<file path="config.mk">
export PLATFORM = sky130hd
export DESIGN_NAME = bus_demux_stream
export DESIGN_NICKNAME = d
export VERILOG_FILES = /design/src/rtl/bus_demux_stream.sv
export SDC_FILE = /design/constraint.sdc
export NUM_CORES = 1
export LEC_CHECK = 0
export CORE_UTILIZATION = 30
export DETAILED_ROUTE_END_ITERATION = 8
export GPL_ROUTABILITY_DRIVEN = 0
export PLACE_DENSITY_LB_ADDON = 0.25
export SYNTH_ARGS = -nofsm -noshare
export SYNTH_HDL_FRONTEND = slang
export SYNTH_SLANG_ARGS = --single-unit
</file>
<file path="constraint.sdc">
create_clock -name clk -period 2.85 [get_ports clk]
set_input_delay 0.4275 -clock clk [delete_from_list [all_inputs] [get_ports clk]]
set_output_delay 0.4275 -clock clk [all_outputs]
set_load 0.05 [all_outputs]
</file>
<file path="src/rtl/bus_demux_stream.sv">
// Registered 1-to-2 stream demultiplexer: each input word is routed to output A or B by in_sel.
// Latency: 1 cycle from input accept to out_x_valid; full throughput of 1 word/cycle per output.
// Backpressure: in_ready follows the selected slot only, so a stalled output never blocks the other.
//
// Ports:
//   clk, rst                  rising-edge clock, synchronous active-high reset
//   in_data/in_sel/in_valid   producer word, route select (0 -> A, 1 -> B), valid
//   in_ready                  combinational: selected slot can load this cycle
//   out_a_data/valid/ready    consumer A stream (registered data/valid)
//   out_b_data/valid/ready    consumer B stream (registered data/valid)
//   cnt_a, cnt_b              saturating count of completed transfers per output
module bus_demux_stream #(
  parameter int WIDTH = 4,
  parameter int CNT_W = 8
) (
  input  logic             clk,
  input  logic             rst,
  input  logic [WIDTH-1:0] in_data,
  input  logic             in_sel,
  input  logic             in_valid,
  output logic             in_ready,
  output logic [WIDTH-1:0] out_a_data,
  output logic             out_a_valid,
  input  logic             out_a_ready,
  output logic [WIDTH-1:0] out_b_data,
  output logic             out_b_valid,
  input  logic             out_b_ready,
  output logic [CNT_W-1:0] cnt_a,
  output logic [CNT_W-1:0] cnt_b
);

  logic canload_a;
  logic canload_b;
  logic load_a;
  logic load_b;
  logic xfer_a;
  logic xfer_b;

  // A slot can take a new word when empty, or when its current word leaves
  // this same cycle (drain and load together keep the slot full).
  assign canload_a = !out_a_valid || out_a_ready;
  assign canload_b = !out_b_valid || out_b_ready;

  // Depends on in_sel even with in_valid low, so the producer can look ahead.
  assign in_ready = in_sel ? canload_b : canload_a;

  assign load_a = in_valid && in_ready && !in_sel;
  assign load_b = in_valid && in_ready &&  in_sel;

  assign xfer_a = out_a_valid && out_a_ready;
  assign xfer_b = out_b_valid && out_b_ready;

  // Output A slot
  always_ff @(posedge clk) begin
    if (rst) begin
      out_a_valid <= 1'b0;
      out_a_data  <= '0;
    end else if (load_a) begin
      out_a_valid <= 1'b1;
      out_a_data  <= in_data;
    end else if (xfer_a) begin
      // Drain without refill: data keeps its last value.
      out_a_valid <= 1'b0;
    end
  end

  // Output B slot
  always_ff @(posedge clk) begin
    if (rst) begin
      out_b_valid <= 1'b0;
      out_b_data  <= '0;
    end else if (load_b) begin
      out_b_valid <= 1'b1;
      out_b_data  <= in_data;
    end else if (xfer_b) begin
      out_b_valid <= 1'b0;
    end
  end

  // Debug transfer counters, held at all-ones instead of wrapping.
  always_ff @(posedge clk) begin
    if (rst) begin
      cnt_a <= '0;
      cnt_b <= '0;
    end else begin
      if (xfer_a && (cnt_a != {CNT_W{1'b1}})) begin
        cnt_a <= cnt_a + 1'b1;
      end
      if (xfer_b && (cnt_b != {CNT_W{1'b1}})) begin
        cnt_b <= cnt_b + 1'b1;
      end
    end
  end

endmodule
</file>
==> results of run 1 <==
[cell usage after synthesis]
cell type	n
mux2_2	1
o21bai_1	1
nor2_1	19
nor3_1	1
nand4_1	2
a21o_4	1
o211ai_1	1
a21oi_1	7
dfxtp_1	26
nand3_1	3
nand2b_1	2
nand2_1	7
or3_1	3
nor4b_1	1
o31ai_1	2
and4_1	1
or3b_2	1
and4_4	1
o21ai_0	3
mux2i_1	10
xor2_1	5
ha_1	2
xnor2_1	3
inv_1	2
nand3b_1	1
clkbuf_1	4
a2111oi_0	1
nor2b_1	2
and3_4	1
o2111ai_1	1
a211oi_1	2
or4_1	2
[final timing paths]
check	cells past startpoint	startpoint	endpoint
min reg2reg	2	cnt_a[6]$_SDFFE_PP0P_	cnt_a[6]$_SDFFE_PP0P_
min	2	cnt_a[6]$_SDFFE_PP0P_	cnt_a[6]$_SDFFE_PP0P_
max	4	out_b_ready	in_ready
max reg2reg	5	cnt_a[0]$_SDFFE_PP0P_	cnt_a[5]$_SDFFE_PP0P_
[state kept, by name, indices dropped and copies added (netlist names)]
register and cells:
out_a_valid 1, out_b_data 4, cnt_b 8, out_a_data 4
out_b_valid 1, cnt_a 8
[cells by family (layout without fill, tap and decap cells)]
family	count (synthesis)	in the layout	share of synthesized area, %
compound gates	19	19	11.4
mux	11	11	9.92
fa+ha+maj	2	2	2.23
flops	26	26	46.4
xor+xnor	8	8	6.24
simple gates	47	47	21.9
buf+inv	6	41	2.01
[per-layer routing]
metal | share of wire, % | up-vias
li1 | - | 496
met1 | 46 | 447
met2 | 49 | 28
met3 | 4.4 | 2
met4 | 0.76 | 0
met5 | 0 | -
[worst register-to-register path: cells and delay by family (launching register included)]
| family | cells | cell delay, ps |
|---|---|---|
| DFF | 1 | 350 |
| adders and majority gates | 1 | 240 |
| AOI/OAI and AO/OA | 2 | 380 |
| and+or+nand+nor | 2 | 670 |
[placed cells by master (no fill, tap or decap), drive strengths merged, types with 2 or more instances in the layout]
master and instances:
nor2b 2, o21ai 3, clkbuf 3, clkdlybuf4s50 36, inv 2, nand4 2, mux2i 10, nor2 19
nand3 3, dfxtp 26, a21oi 7, xor2 5, nand2b 2, or3 3, or4 2, a211oi 2
xnor2 3, and4 2, nand2 7, o31ai 2, ha 2
[through the flow]
stage               power [mW]  area, sq um
floorplan                0.444         1120
global placement         0.481         1530
detailed placement       0.482         1530
CTS                      0.681         1570
global route             0.704         1570
finish                   0.671         1570
[area by class of cell]
cell class,instances,share of cell area [%]
repair buffers,36,23.0
multi-input cells,87,37.0
flip-flops and latches,26,33.2
inverters,2,0.479
clock buffers,3,2.64
well taps,46,3.67
[power breakdown]
group,switching [mW],total (mW),internal [mW]
Combinational,0.0574,0.0951,0.0377
Clock,0.103,0.197,0.0943
Sequential,0.00659,0.378,0.372
==> results.sh, run 1 <==
export IMPL_outcome="finished, final reports clean"
export IMPL_cpPeakStageDelay_ps=790
export IMPL_cts_tree="yes"
export IMPL_rsz0062_at_grt="false"
export IMPL_slew_headroom_pct=36.9
export IMPL_slew_viol_final=0
export IMPL_yosys_warnings=0
export IMPL_crit_path_top_delay_cell="clkdlybuf4s50_1"
export IMPL_drtPass1Iterations=4
export IMPL_start_util_pct=32.4
export IMPL_drc=0
export IMPL_seq_area_frac_synth_pct=46.4
export IMPL_synth_top_area_share_pct=46.4
export IMPL_cp_top_family="buffers and inverters"
export IMPL_die_area_sq_mm=0.00399
export IMPL_synth_seq_cells=26
export IMPL_ir_drop_mv=0.171
export IMPL_finalSetupViolations=0
export IMPL_gr_total_overflow=0
export IMPL_use_met3_pct=3.26
export IMPL_antenna_found_initial=0
export IMPL_finalCriticalPeriod_ps=2510
export IMPL_n_fill_cell=370
export IMPL_hp_class="reg2reg"
export IMPL_ant_nets=0
export IMPL_register_area_sq_um=520
export IMPL_pin_count=37
export IMPL_fin_skew_ps=2.30
export IMPL_port_buffers=36
export IMPL_crit_chain="clkdlybuf4s50_1, nand2b_1, mux2_2, clkdlybuf4s50_1"
export IMPL_fp_dieW_um=63.2
export IMPL_cts_buffers=3
export IMPL_synthTopCellsByArea="dfxtp_1 46%, mux2i_1 8.9%, nor2_1 6.4%, xor2_1 3.9%, a21oi_1 3.1%"
export IMPL_multi_input_area_sq_um=579
export IMPL_h_tree_depth=1
export IMPL_met2_usage_pct=22.3
export IMPL_first_global_vias=934
export IMPL_worstMarginPinSlew_ps=944
export IMPL_crit_fanout=4
export IMPL_cp_required_ps=2420
export IMPL_cts_root_buf="clkbuf_8"
export IMPL_cts_sinks=26
export IMPL_grtUsageTotal_pct=13.2
export IMPL_core_area_sq_mm=0.00347
export IMPL_syn_num_nets=131
export IMPL_synthToLayoutAreaGrowth_pct=39.6
export IMPL_power_density_mw_per_mm2=428
export IMPL_cts_hold_buf=0
export IMPL_finalHoldViolCount=0
export IMPL_synthesis_instances=119
export IMPL_drt_iter0_drc=35
export IMPL_vias=973
export IMPL_cts_setup_buffers=0
export IMPL_finalSetupTns_ps=0
export IMPL_grt_max_degree=27
export IMPL_path_class="in2out"
export IMPL_cts_buffer_depth=2
export IMPL_grt_pass1_wl_um=4240
export IMPL_path_clk_slew_ps=80
export IMPL_placedCellCount=197
export IMPL_rows=21
export IMPL_critPathBufInv=2
export IMPL_yosysTopAreaCell="dfxtp_1"
export IMPL_routed_via_density=4.87
export IMPL_timing_final_ws_setup_ps=343
export IMPL_nets=168
export IMPL_clkLatencyLatePin_ps=260
export IMPL_dp_hpwl_um=1860
export IMPL_drive_gt1_share_pct=5.19
export IMPL_syn_avg_cell_area_sq_um=9.43
export IMPL_wl_per_cell_um=12.5
export IMPL_p_leak_nw=0.556
export IMPL_grtUsageMet1_pct=16.1
export IMPL_r2r_slack_ps=1120
export IMPL_hold_slack_ps=508
export IMPL_routed_wirelength_um=2500
export IMPL_place_ws_ps=355
export IMPL_max_freq_ghz=0.399
export IMPL_fp_dieH_um=63.2
export IMPL_synth_cell_types=32
export IMPL_diodes=0
export IMPL_end_kind="output port"
export IMPL_grt_busiest_layer="met2"
export IMPL_crit_path_frequent_cell="clkdlybuf4s50_1"
export IMPL_period_share_pct=88.0
export IMPL_finalNonFillerCells=200
export IMPL_final_util_pct=45.2
export IMPL_cp_arrival_ps=2080
export IMPL_synthesis_area_sq_mm=0.00112
export IMPL_max_cap_viol_count=0
export IMPL_cp_start_kind="input port"
export IMPL_cts_resized=0
Power figures use the tool's default switching activity.
==> inputs of run 2 (changes only) <==
--- a/config.mk
+++ b/config.mk
@@ -6,8 +6,11 @@
 export NUM_CORES = 1
 export LEC_CHECK = 0
 export CORE_UTILIZATION = 30
+export CTS_CLUSTER_DIAMETER = 200
 export DETAILED_ROUTE_END_ITERATION = 8
 export GPL_ROUTABILITY_DRIVEN = 0
+export GPL_TIMING_DRIVEN = 1
+export HOLD_SLACK_MARGIN = 0.03
 export PLACE_DENSITY_LB_ADDON = 0.25
 export SYNTH_ARGS = -nofsm -noshare
 export SYNTH_HDL_FRONTEND = slang
==> results of run 2 <==
Final layout, timing and power as in run 1 (identical DEF).
